## src/rtl/kgp_risc_pkg.sv

```systemverilog
// Shared KGP-RISC definitions: multiply/divide op encodings (also decoded by
// the ALU control decoder) and the muldiv FSM state encoding.
package kgp_risc_pkg;

  // Multiply/divide op field
  localparam logic [1:0] OP_MUL  = 2'b00;  // low half of product
  localparam logic [1:0] OP_MULH = 2'b01;  // high half of product (unsigned)
  localparam logic [1:0] OP_DIVU = 2'b10;  // quotient
  localparam logic [1:0] OP_REMU = 2'b11;  // remainder

  // Muldiv FSM states
  localparam logic [1:0] ST_IDLE = 2'd0;
  localparam logic [1:0] ST_RUN  = 2'd1;
  localparam logic [1:0] ST_WB   = 2'd2;

  // Divide ops share op[1]; the result comes from the upper accumulator half
  // (high product / remainder) whenever op[0] is set.
  function automatic logic op_is_div(input logic [1:0] op);
    return op[1];
  endfunction

  function automatic logic op_takes_high(input logic [1:0] op);
    return op[0];
  endfunction

endpackage

```

## src/rtl/muldiv_step.sv

```systemverilog
// One radix-2 iteration of the multiplier or divider (purely combinational).
// Ports:
//   is_div   - 1 selects restoring divide step, 0 selects shift-add multiply
//   acc      - 2*WIDTH accumulator {high, low}
//   mcand    - multiplicand (multiply only)
//   divisor  - divisor (divide only)
//   acc_next - accumulator after this iteration
module muldiv_step #(
  parameter int WIDTH = 32
) (
  input  logic               is_div,
  input  logic [2*WIDTH-1:0] acc,
  input  logic [WIDTH-1:0]   mcand,
  input  logic [WIDTH-1:0]   divisor,
  output logic [2*WIDTH-1:0] acc_next
);

  logic [WIDTH:0]   mul_sum;
  logic [WIDTH:0]   rem_shift;
  logic [WIDTH:0]   rem_diff;
  logic             rem_ge;

  always_comb begin
    // Multiply: low half holds the remaining multiplier bits; add the
    // multiplicand into the high half when the current LSB is set, then
    // shift the whole accumulator right (carry lands in the MSB).
    mul_sum = {1'b0, acc[2*WIDTH-1:WIDTH]} + (acc[0] ? {1'b0, mcand} : '0);

    // Divide: low half holds dividend bits, shifted out MSB-first into the
    // partial remainder while quotient bits shift in at the LSB. Compare
    // rather than test the borrow so a zero divisor always "fits", which
    // gives an all-ones quotient and leaves the dividend as remainder.
    rem_shift = acc[2*WIDTH-1:WIDTH-1];
    rem_diff  = rem_shift - {1'b0, divisor};
    rem_ge    = (rem_shift >= {1'b0, divisor});

    if (is_div) begin
      acc_next = {(rem_ge ? rem_diff[WIDTH-1:0] : rem_shift[WIDTH-1:0]),
                  acc[WIDTH-2:0], rem_ge};
    end else begin
      acc_next = {mul_sum, acc[WIDTH-1:1]};
    end
  end

endmodule

```

## src/rtl/muldiv_unit.sv

```systemverilog
// Iterative unsigned multiply/divide unit with register-bank writeback.
// Accepts an op in IDLE, runs WIDTH radix-2 iterations, then pulses RegWrite
// for one cycle with the selected result.
// Ports:
//   clk, reset      - clock, asynchronous active-low reset
//   start, kill     - request (IDLE only) / synchronous abort of RUN
//   op              - MUL, MULH, DIVU, REMU
//   rdDataA/B       - operands from register bank ports A/B
//   dstAddr         - destination register index
//   busy            - high in RUN and WB
//   RegWrite        - one-cycle write enable in WB
//   wrAddr, wrData  - write address/data, zero outside WB
module muldiv_unit
  import kgp_risc_pkg::*;
#(
  parameter int WIDTH = 32
) (
  input  logic             clk,
  input  logic             reset,
  input  logic             start,
  input  logic             kill,
  input  logic [1:0]       op,
  input  logic [WIDTH-1:0] rdDataA,
  input  logic [WIDTH-1:0] rdDataB,
  input  logic [4:0]       dstAddr,
  output logic             busy,
  output logic             RegWrite,
  output logic [4:0]       wrAddr,
  output logic [WIDTH-1:0] wrData
);

  localparam int CW = (WIDTH > 1) ? $clog2(WIDTH) : 1;
  localparam logic [CW-1:0] LAST_ITER = CW'(WIDTH - 1);

  logic [1:0]         state_reg;
  logic [CW-1:0]      cnt_reg;
  logic [1:0]         op_reg;
  logic [WIDTH-1:0]   mcand_reg;
  logic [WIDTH-1:0]   divisor_reg;
  logic [4:0]         dst_reg;
  logic [2*WIDTH-1:0] acc_reg;
  logic [2*WIDTH-1:0] acc_next;
  logic [WIDTH-1:0]   result;

  muldiv_step #(.WIDTH(WIDTH)) u_step (
    .is_div   (op_is_div(op_reg)),
    .acc      (acc_reg),
    .mcand    (mcand_reg),
    .divisor  (divisor_reg),
    .acc_next (acc_next)
  );

  always_ff @(posedge clk or negedge reset) begin
    if (!reset) begin
      state_reg   <= ST_IDLE;
      cnt_reg     <= '0;
      op_reg      <= '0;
      mcand_reg   <= '0;
      divisor_reg <= '0;
      dst_reg     <= '0;
      acc_reg     <= '0;
    end else begin
      case (state_reg)
        ST_IDLE: begin
          if (start && !kill) begin
            op_reg      <= op;
            mcand_reg   <= rdDataA;
            divisor_reg <= rdDataB;
            dst_reg     <= dstAddr;
            cnt_reg     <= '0;
            // Multiply seeds the low half with the multiplier, divide with
            // the dividend; the high half starts at zero either way.
            acc_reg     <= op_is_div(op) ? {{WIDTH{1'b0}}, rdDataA}
                                         : {{WIDTH{1'b0}}, rdDataB};
            state_reg   <= ST_RUN;
          end
        end
        ST_RUN: begin
          if (kill) begin
            state_reg <= ST_IDLE;
          end else begin
            acc_reg <= acc_next;
            cnt_reg <= cnt_reg + CW'(1);
            if (cnt_reg == LAST_ITER) begin
              state_reg <= ST_WB;
            end
          end
        end
        // The write in WB is already committed; kill is not consulted here.
        ST_WB:   state_reg <= ST_IDLE;
        default: state_reg <= ST_IDLE;
      endcase
    end
  end

  assign result   = op_takes_high(op_reg) ? acc_reg[2*WIDTH-1:WIDTH]
                                          : acc_reg[WIDTH-1:0];
  assign busy     = (state_reg != ST_IDLE);
  assign RegWrite = (state_reg == ST_WB);
  assign wrAddr   = RegWrite ? dst_reg : '0;
  assign wrData   = RegWrite ? result  : '0;

endmodule

```

## config.mk

```make
export PLATFORM = sky130hd
export DESIGN_NAME = muldiv_unit
export DESIGN_NICKNAME = d
export VERILOG_FILES = /design/src/rtl/kgp_risc_pkg.sv /design/src/rtl/muldiv_step.sv /design/src/rtl/muldiv_unit.sv
export SDC_FILE = /design/constraint.sdc
export NUM_CORES = 1
export LEC_CHECK = 0
export CORE_ASPECT_RATIO = 1.5
export CORE_MARGIN = 10
export CORE_UTILIZATION = 51
export DETAILED_ROUTE_END_ITERATION = 7
export GPL_ROUTABILITY_DRIVEN = 0
export PLACE_DENSITY = 0.73
export SLEW_MARGIN = 20
export SYNTH_ARGS = -nofsm -noshare
export SYNTH_HDL_FRONTEND = slang
export SYNTH_HIERARCHICAL = 1
export SYNTH_SLANG_ARGS = --single-unit
```

## constraint.sdc

```tcl
create_clock -name clk -period 6.1 [get_ports clk]
set_input_delay 0.915 -clock clk [delete_from_list [all_inputs] [get_ports clk]]
set_output_delay 0.915 -clock clk [all_outputs]
set_load 0.005 [all_outputs]
```

==> qor.txt, run 1 <==
outcome = complete, no violations
global route overflow = 0
asr flop ratio synth = 100.0%
fin cells = 1658
delay of the slowest cell on the worst path = 970 ps
crit-path most repeated cell = o21ai_0
first-pass GRT wire length = 53160 µm
Avg Inst Size Synth = 8.859 µm²
RR Startpoint = acc_reg[0]$_DFFE_PN0P_
WS Path Type = flop to flop
Rel. slew slack = 26.86%
FMAX = 241.9 MHz
final HPWL from detailed placement = 22760 µm
fin crit period = 4134 ps
max FFs per register = 64
GR Util All Layers = 22.53%
initial antenna violation count = 0
Worst-Margin Slew = 1097 ps
Primary FF master, synth = dfrtp_1
slowest stage cell, crit path = dfrtp_1
R2R depth = 13
Root Driver = clkbuf_16
Starting Density = 51.77%
setup violators final = 0
reg2reg setup slack = 1970 ps
IO Count = 114
Core Box Area = 0.02238 mm²
CP top delay family = compound AO/OA/AOI/OAI gates
CTS tree = yes
Fillers = 1953
Placement Rows = 67
Worst Hold End = cnt_reg[3]$_DFFE_PN0P_
Syn Nets = 1451
die width = 143.1 µm
number of diodes = 0
DR pass1 iterations = 5
unrepaired setup endpoints after global routing = false
worst reg2reg endpoint = acc_reg[56]$_DFFE_PN0P_
clk_lat worst skew = 440 ps
Seq/Total Area, Yosys = 30.67%
Die ar. = 0.02927 mm²
Final nets = 1512
postcts setup bufs = 0
cell taking the most area after synthesis = dfrtp_1
number of global-route vias before repair = 10350
clock slew at reported path FFs = 60 ps
Vias = 9997
die extent in y = 204.6 µm
Mapped Area = 0.01159 mm²
Sequential Area = 0.003556 mm²
CP Launch Type = flop
sequence of cells on the critical path = and2_1 > ha_1 > a211oi_1 > o211ai_1 > a21oi_2 > o21ai_1 > a221o_1 > a211oi_2 > o21ai_0 > xnor2_1 > mux2i_1 > nand2_1 > o21ai_0
crit path DAT = 4500 ps
PwrDens = 329.5 mW/mm²
top cells by area, synth = dfrtp_1 31%, mux2_4 7.4%, ha_1 7.1%, o21ai_0 6.0%, mux2i_1 5.2%
Worst VDD drop = 0.2288 mV
Crit. Startpoint = acc_reg[0]$_DFFE_PN0P_
placed cell count = 1626
Multi-input gate area = 0.007453 mm²
Area Growth Syn to Fin = 15.11%
Worst EP required = 6460 ps
final max-slew violation count = 0
Fin. Hold Viols = 0
Buffers & Inverters on Critical Path = 0
depth of the CTS H-tree = 4
Clock Sinks = 142
# resized after CTS = 0
Clock Skews = 8.647 ps
TNS Setup = 0 ps
Yosys cell types = 71
Port Buf Inserts = 113
vias per cell = 6.030
DRT iter0 DRCs = 782
post-DR wirelength/cell = 19.67 µm
P_leak = 6.032 nW
HP Class = flop to flop
Max Cap Violations = 0
cts hold-fix bufs = 0
post-layout power = 0.004395 W
number of nets with antenna violations after routing = 0
post-synth top area share = 30.67%
FF+latch count, synth = 142
share of cells above drive strength 1 = 12.01%
largest net degree at the start of global routing = 93
Post-synth EDFFs = 0
hold path depth = 1
Worst setup EP type = flop
Yosys Warn Count = 6
min-delay src = cnt_reg[3]$_DFFE_PN0P_
number of buffers created by CTS = 17
CTS max path bufs = 2
Syn Inst Count = 1308
WL final = 32620 µm
DRC = 0
maximum fanout along the worst path = 35
crit share post-route = 67.78%
==> per-layer routing <==
layer | share of wire [%] | up-vias | track usage, %
met5 | 0 | - | 0
met4 | 3.3 | 0 | 10.53
met3 | 3.9 | 62 | 3.499
met2 | 52 | 276 | 40.24
met1 | 41 | 4849 | 25.55
li1 | - | 4810 | -
==> worst reg2reg max path, delay by kind of cell (launching register included) <==
family	cells	cell delay, ps
xor+xnor	1	140
compound gates	8	2200
mux	1	120
flops	1	970
fa+ha+maj	1	260
simple gates	2	350
==> through the flow <==
stage | setup slack, ps | hold WS, ps | util (%) | cell area (µm²)
after floorplan | 3060 | 438.3 | - | 11590
after global placement | 2123 | 457.1 | 56.91 | 12740
after detailed placement | 2014 | 466.9 | 56.91 | 12740
after global routing | 1510 | 500.6 | 59.59 | 13340
after CTS | 1975 | 474.6 | 59.58 | 13340
final | 1966 | 475.3 | 59.59 | 13340
==> power by group <==
part / switching, W / total, W / internal (W)
clock network: 0.000427 / 0.00107 / 0.000643
logic: 0.00104 / 0.00194 / 0.000897
registers: 0.000248 / 0.00139 / 0.00114
total: 0.00172 / 0.00440 / 0.00268
==> final cells by class <==
type / count / share of cell area, %
clock buffer: 22 / 3.630
tap: 276 / 2.589
clock inverter: 10 / 0.8443
inverter: 51 / 1.435
sequential: 142 / 26.66
timing repair buffer: 122 / 8.959
multi-input combinational: 1035 / 55.88
==> cell usage after synthesis, types with 5 or more instances <==
library cell / n
inv_1: 51
a31oi_1: 7
o211ai_1: 6
o21ai_0: 139
a21oi_1: 88
nor2b_1: 39
nor2_1: 117
nand2b_1: 5
xnor2_1: 33
mux2i_1: 60
o21a_1: 10
dfrtp_1: 142
o31ai_1: 35
and3_1: 7
clkbuf_1: 48
nor3_1: 5
a21o_1: 25
o21ai_1: 8
mux2_4: 57
ha_1: 66
a211oi_1: 39
and2_1: 44
mux2_2: 44
xor2_1: 22
buf_2: 15
nand3_1: 17
buf_6: 9
nand4_1: 10
nand2_1: 92
o21bai_1: 10
==> cell usage in the layout, fill, tap and decap left out, drive strengths merged, types with 11 or more instances in the layout <==
master and count:
nand2 93, o31ai 35, mux2i 60, nor2 117, a211oi 40, clkdlybuf4s50 111, xor2 22, o21ai 147
inv 51, and2 45, a21o 26, nand3 17, xnor2 33, clkbuf 22, a21oi 90, nor2b 39
mux2 101, buf 11, dfrtp 142, ha 66
==> logic make-up (layout without fill, tap and decap cells) <==
kind of cell,after synthesis,in the layout,synth area share (%)
flops,142,142,30.67
compound gates,394,394,20.79
simple gates,357,357,14.89
buf+inv,131,205,5.183
mux,161,161,16.84
fa+ha+maj,68,68,7.472
xor+xnor,55,55,4.157
==> worst max-delay path by stage <==
stage                                    to  slack [ps]  cells past startpoint
finish              acc_reg[56]$_DFFE_PN0P_        1970                     13
global placement    acc_reg[56]$_DFFE_PN0P_        2120                     13
global route        acc_reg[59]$_DFFE_PN0P_        1510                     14
CTS                 acc_reg[56]$_DFFE_PN0P_        1980                     13
floorplan           acc_reg[56]$_DFFE_PN0P_        3060                     14
detailed placement  acc_reg[56]$_DFFE_PN0P_        2010                     13
Note: power is estimated with default switching activity, not from simulation.
==> run 2: changes to the inputs <==
- PLACE_DENSITY: 0.73 -> 0.75
- clock period: 6.1 -> 3.7 ns (I/O delays scaled with it)
==> qor.txt, run 2 (synthesis results as in run 1) <==
leading cell types in the layout, fill and taps excluded = 140 x dfrtp_1, 139 x o21ai_0, 116 x nor2_1, 111 x clkdlybuf4s50_1, 92 x nand2_1
global route overflow = 0 (unchanged)
Max Cap Violations = 0 (unchanged)
Power Internal = 0.004507 W (+68%)
maximum fanout along the worst path = 15 (-57%)
Worst VDD drop = 0.3891 mV (+70%)
initial antenna violation count = 0 (unchanged)
setup violators final = 0 (unchanged)
Placement Rows = 67 (unchanged)
GR Util All Layers = 22.74% (+0.22 points)
cts hold-fix bufs = 0 (unchanged)
die extent in y = 204.6 µm (unchanged)
crit path DAT = 3850 ps (-650 ps)
first-pass GRT wire length = 53770 µm (+1.1%)
DR pass1 iterations = 6 (+1)
CP Launch Type = flop
number of buffers created by CTS = 17 (unchanged)
TNS Setup = 0 ps (unchanged)
fin crit period = 3484 ps (-650.5 ps)
number of nets with antenna violations after routing = 0 (unchanged)
DRC = 0 (unchanged)
Root Driver = clkbuf_16
Rel. slew slack = 41.16% (+14 points)
DP Worst Slack = 212.7 ps (-1801 ps)
Clock Skews = 9.443 ps (+0.7959 ps)
Worst Slack Setup Final = 216.2 ps (-1750 ps)
Area Growth Syn to Fin = 16.61%
RR Startpoint = acc_reg[0]$_DFFE_PN0P_
HP Class = primary input to asynchronous set/reset pin
postcts setup bufs = 0 (unchanged)
share of cells above drive strength 1 = 12.82% (+0.81 points)
DR WL met3 = 1136 µm (-9.6%)
PwrDens = 544.4 mW/mm² (+65%)
uppermost routed layer = met4
outcome = complete, no violations
Die ar. = 0.02927 mm² (unchanged)
Clock Sinks = 142 (unchanged)
worst reg2reg endpoint = acc_reg[62]$_DFFE_PN0P_
clk_lat worst skew = 450 ps (about the same)
max FFs per register = 64 (unchanged)
part of the power in registers = 30.3% (-1.2 points)
Fin. Hold Viols = 0 (unchanged)
Worst EP required = 4060 ps (-2400 ps)
Final nets = 1526 (+0.93%)
unrepaired setup endpoints after global routing = false
most common cell after layout, fill and taps aside = dfrtp_1
clock share of power = 24.6% (+0.3 points)
P_leak = 6.122 nW (+1.5%)
slowest stage cell, crit path = dfrtp_1
number of global-route vias before repair = 10690 (+3.4%)
largest net degree at the start of global routing = 68 (-27%)
vias per cell = 6.078 (+0.81%)
Vias = 10160 (+1.7%)
die width = 143.1 µm (unchanged)
Logic pwr share = 45.1% (+1.0 points)
Fillers = 1923 (-1.5%)
Starting Density = 51.77% (unchanged)
DRT iter0 DRCs = 848 (+8.4%)
final max-slew violation count = 0 (unchanged)
sw power = 0.002849 W (+66%)
wire length on met2 = 17750 µm (+4.7%)
Port Buf Inserts = 113 (unchanged)
crit share post-route = 94.16% (+26 points)
WS Path Type = flop to flop
post-DR wirelength/cell = 19.88 µm (+1.1%)
clock slew at reported path FFs = 60 ps (about the same)
reg2reg setup slack = 220 ps (-1750 ps)
FMAX = 287.0 MHz (+19%)
Hold Slack = 58.91 ps (-416.4 ps)
crit-path most repeated cell = o21ai_0
sequence of cells on the critical path = buf_4 > and2_1 > ha_1 > o21ai_0 > a21oi_1 > a21oi_2 > o21ai_1 > a221o_1 > a211oi_4 > o21bai_1 > xnor2_1 > o22ai_1 > nand2_1 > o21ai_0
Worst-Margin Slew = 882.6 ps (-214.5 ps)
Core Box Area = 0.02238 mm² (unchanged)
M1 WL = 13160 µm (-1.2%)
IO Count = 114 (unchanged)
CTS max path bufs = 2 (unchanged)
Sw Ratio = 38.74% (-0.34 points)
R2R depth = 14 (+1)
delay of the slowest cell on the worst path = 440 ps (-530 ps)
WL final = 33240 µm (+1.9%)
depth of the CTS H-tree = 4 (unchanged)
Worst setup EP type = flop
number of diodes = 0 (unchanged)
final HPWL from detailed placement = 23370 µm (+2.7%)
CTS tree = yes
## run 2: layout make-up
class | instances | area [µm²] | share of cell area (%)
Multi-Input combinational cell | 1035 | 7458 | 55.20
Sequential cell | 142 | 3556 | 26.32
Timing Repair Buffer | 136 | 1350 | 9.992
Clock buffer | 22 | 474.2 | 3.510
Tap cell | 276 | 345.3 | 2.556
Inverter | 51 | 191.4 | 1.417
Clock inverter | 10 | 136.4 | 1.009
## run 2: per-layer routing
metal  vias up  global-route usage [%]
met1      5013                   24.68
met3        79                   3.499
met5         -                       0
li1       4820                       -
met2       251                   41.57
met4         0                   11.46
## run 2: critical path, delay by kind of cell (launching register included)
kind            cells  cell delay (ps)
flops               1              440
fa+ha+maj           1              310
buf+inv             1              210
xor+xnor            1              140
simple gates        2              210
compound gates      9             2070
## run 2: how the worst max path moves through the flow
stage	to	start	slack, ps
2_1_floorplan	acc_reg[56]$_DFFE_PN0P_	acc_reg[0]$_DFFE_PN0P_	660
4_1_cts	acc_reg[62]$_DFFE_PN0P_	acc_reg[0]$_DFFE_PN0P_	220
6_report	acc_reg[62]$_DFFE_PN0P_	acc_reg[0]$_DFFE_PN0P_	220
3_5_place_dp	acc_reg[62]$_DFFE_PN0P_	acc_reg[0]$_DFFE_PN0P_	210
3_3_place_gp	acc_reg[56]$_DFFE_PN0P_	acc_reg[0]$_DFFE_PN0P_	310
5_1_grt	acc_reg[59]$_DFFE_PN0P_	acc_reg[0]$_DFFE_PN0P_	20
## run 2: through the flow
| stage | total power, W | instance area [µm²] | instances | util [%] |
|---|---|---|---|---|
| 2_1_floorplan | 0.004679 | 11590 | 1308 | - |
| 4_1_cts | 0.007336 | 13500 | 1672 | 60.33 |
| 6_report | 0.007356 | 13510 | 1672 | 60.37 |
| 5_1_grt | 0.007810 | 13510 | 1672 | 60.37 |
| 3_3_place_gp | 0.005439 | 12890 | 1640 | 57.61 |
| 3_5_place_dp | 0.005507 | 12890 | 1640 | 57.61 |
## run 2: timing repair
action	in CTS	in global routing
endpoints found under the hold margin	0	0
setup endpoints to repair	0	2
resized for setup	0	1
## run 2: power groups by stage
stage / clock, W / combinational, W / sequential [W]
after floorplan: 0 / 0.00260 / 0.00208
after CTS: 0.00182 / 0.00328 / 0.00223
after global placement: 0 / 0.00320 / 0.00224
final: 0.00181 / 0.00332 / 0.00223
after detailed placement: 0 / 0.00326 / 0.00225
after global routing: 0.00189 / 0.00365 / 0.00228
==> run 3: changes to the inputs <==
- CORE_MARGIN: 10 -> unset
- GPL_ROUTABILITY_DRIVEN: 0 -> unset
- TNS_END_PERCENT: unset -> 50
==> qor.txt, run 3 (synthesis results as in run 1) <==
DR WL met3 = 933 µm (-18%)
Placement Rows = 67 (unchanged)
Clock Sinks = 142 (unchanged)
WS Path Type = flop to flop
GR Util All Layers = 28.59% (+5.8 points)
cts hold-fix bufs = 0 (unchanged)
number of diodes = 0 (unchanged)
Area Growth Syn to Fin = 16.48%
P_leak = 6.117 nW (about the same)
sw power = 0.002885 W (+1.3%)
TNS Setup = 0 ps (unchanged)
post-DR wirelength/cell = 19.25 µm (-3.1%)
largest net degree at the start of global routing = 83 (+22%)
IO Count = 114 (unchanged)
clock slew at reported path FFs = 70 ps (about the same)
postcts setup bufs = 0 (unchanged)
wire length on met2 = 17160 µm (-3.3%)
final HPWL from detailed placement = 22700 µm (-2.9%)
Logic pwr share = 45.2% (about the same)
Core Box Area = 0.02230 mm² (-0.37%)
leading cell types in the layout, fill and taps excluded = 140 x dfrtp_1, 138 x o21ai_0, 116 x nor2_1, 111 x clkdlybuf4s50_1, 92 x nand2_1
CP Launch Type = flop
DR pass1 iterations = 8 (+2)
crit share post-route = 93.23% (-0.92 points)
number of nets with antenna violations after routing = 0 (unchanged)
WL final = 32160 µm (-3.3%)
outcome = finished, violations left
uppermost routed layer = met4
first-pass GRT wire length = 53070 µm (-1.3%)
Power Internal = 0.004518 W (+0.24%)
final max-slew violation count = 0 (unchanged)
die width = 125.1 µm (-13%)
M1 WL = 13210 µm (+0.37%)
Worst VDD drop = 0.4132 mV (+6.2%)
HP Class = primary input to asynchronous set/reset pin
clk_lat worst skew = 450 ps (about the same)
part of the power in registers = 29.9% (-0.4 points)
Root Driver = clkbuf_16
Port Buf Inserts = 113 (unchanged)
setup violators final = 0 (unchanged)
number of buffers created by CTS = 17 (unchanged)
Worst setup EP type = flop
Worst EP required = 3990 ps (-70 ps)
crit path DAT = 3740 ps (-110 ps)
RD Place Congestion = 0.9482
Sw Ratio = 38.97% (+0.24 points)
failing checks = DRC
CTS max path bufs = 2 (unchanged)
Max Cap Violations = 0 (unchanged)
unrepaired setup endpoints after global routing = false
global route overflow = 0 (unchanged)
FMAX = 289.9 MHz (+0.99%)
Worst-Margin Slew = 1059 ps (+176.4 ps)
sequence of cells on the critical path = and2_1 > ha_1 > fa_1 > a21oi_1 > o211a_1 > o32ai_1 > a211oi_1 > buf_4 > nor3_1 > o21ai_0 > nand3_1 > o41ai_1 > a211oi_1 > nand2_1 > o21ai_0
Vias = 10020 (-1.4%)
vias per cell = 5.998 (-1.3%)
Die ar. = 0.02334 mm² (-20%)
depth of the CTS H-tree = 4 (unchanged)
maximum fanout along the worst path = 8 (-7)
CTS tree = yes
Clock Skews = 10.11 ps (+0.6651 ps)
Rel. slew slack = 29.40% (-12 points)
CP top delay family = compound AO/OA/AOI/OAI gates
delay of the slowest cell on the worst path = 440 ps (about the same)
die extent in y = 186.6 µm (-8.8%)
DRT iter0 DRCs = 685 (-19%)
Hold Slack = 141.4 ps (+82.53 ps)
share of cells above drive strength 1 = 12.84% (+0.018 points)
reg2reg setup slack = 250 ps (+30 ps)
Fin. Hold Viols = 0 (unchanged)
DRC = 2 (+2)
PwrDens = 548.5 mW/mm² (+0.75%)
fin crit period = 3450 ps (-34.21 ps)
slowest stage cell, crit path = dfrtp_1
clock share of power = 24.9% (+0.3 points)
Starting Density = 51.96% (+0.19 points)
Final nets = 1524 (-0.13%)
max FFs per register = 64 (unchanged)
most common cell after layout, fill and taps aside = dfrtp_1
number of global-route vias before repair = 10170 (-4.9%)
initial antenna violation count = 0 (unchanged)
Buffers & Inverters on Critical Path = 1 (unchanged)
run 3: changes by cell type in the layout (fill, tap and decap cells not counted), sizes merged:
cell	before	now
clkbuf	22	17
clkinv	4	8
buf	25	23
bufinv	3	4
clkinvlp	3	2
inv	51	52
run 3: per-stage QoR:
| stage | util, % | area, µm² | total power (W) | std cells | setup slack [ps] |
|---|---|---|---|---|---|
| 2_1_floorplan | - | 11590 | 0.004679 | 1308 | 660.4 |
| 5_1_grt | 60.53 | 13500 | 0.007883 | 1670 | 2.071 |
| 3_5_place_dp | 57.70 | 12870 | 0.005532 | 1638 | 241.9 |
| 3_3_place_gp | 57.70 | 12870 | 0.005471 | 1638 | 377.3 |
| 6_report | 60.53 | 13500 | 0.007403 | 1670 | 250.4 |
| 4_1_cts | 60.48 | 13490 | 0.007394 | 1670 | 187.2 |
run 3: cell type report:
| cell class | count | area, µm² |
|---|---|---|
| sequential | 142 | 3556 |
| clock inverter | 15 | 195.2 |
| clock buffer | 17 | 425.4 |
| inverter | 51 | 191.4 |
| multi-input combinational | 1035 | 7461 |
| tap | 276 | 345.3 |
| fill | 1894 | 8802 |
| timing repair buffer | 134 | 1323 |
run 3: power groups by stage:
stage	sequential (W)	clock [W]	combinational, W
floorplan	0.00208	0	0.00260
global placement	0.00222	0	0.00325
detailed placement	0.00223	0	0.00330
CTS	0.00221	0.00186	0.00332
global route	0.00226	0.00193	0.00369
finish	0.00221	0.00184	0.00335
run 3: worst paths after layout:
| path | startpoint | cells past startpoint | end |
|---|---|---|---|
| worst max-delay path | acc_reg[0]$_DFFE_PN0P_ | 15 | acc_reg[63]$_DFFE_PN0P_ |
| worst min-delay path | reset | 1 | acc_reg[22]$_DFFE_PN0P_ |
| worst max register to register | acc_reg[0]$_DFFE_PN0P_ | 15 | acc_reg[63]$_DFFE_PN0P_ |
| worst min register to register | cnt_reg[3]$_DFFE_PN0P_ | 1 | cnt_reg[3]$_DFFE_PN0P_ |
| max in group asynchronous | reset | 2 | acc_reg[11]$_DFFE_PN0P_ |
| min in group clk | cnt_reg[3]$_DFFE_PN0P_ | 1 | cnt_reg[3]$_DFFE_PN0P_ |
run 3: metal layers:
layer / vias to the layer above / GRT usage [%]
met5: - / 0
met4: 0 / 11.49
met3: 54 / 3.670
met2: 228 / 52.71
met1: 4923 / 33.14
li1: 4812 / -
run 3: what timing repair did:
| item | CTS | global route |
|---|---|---|
| endpoints found under the hold margin | 0 | 0 |
| setup endpoints to repair | 0 | 3 |
| gates resized for setup | 0 | 2 |
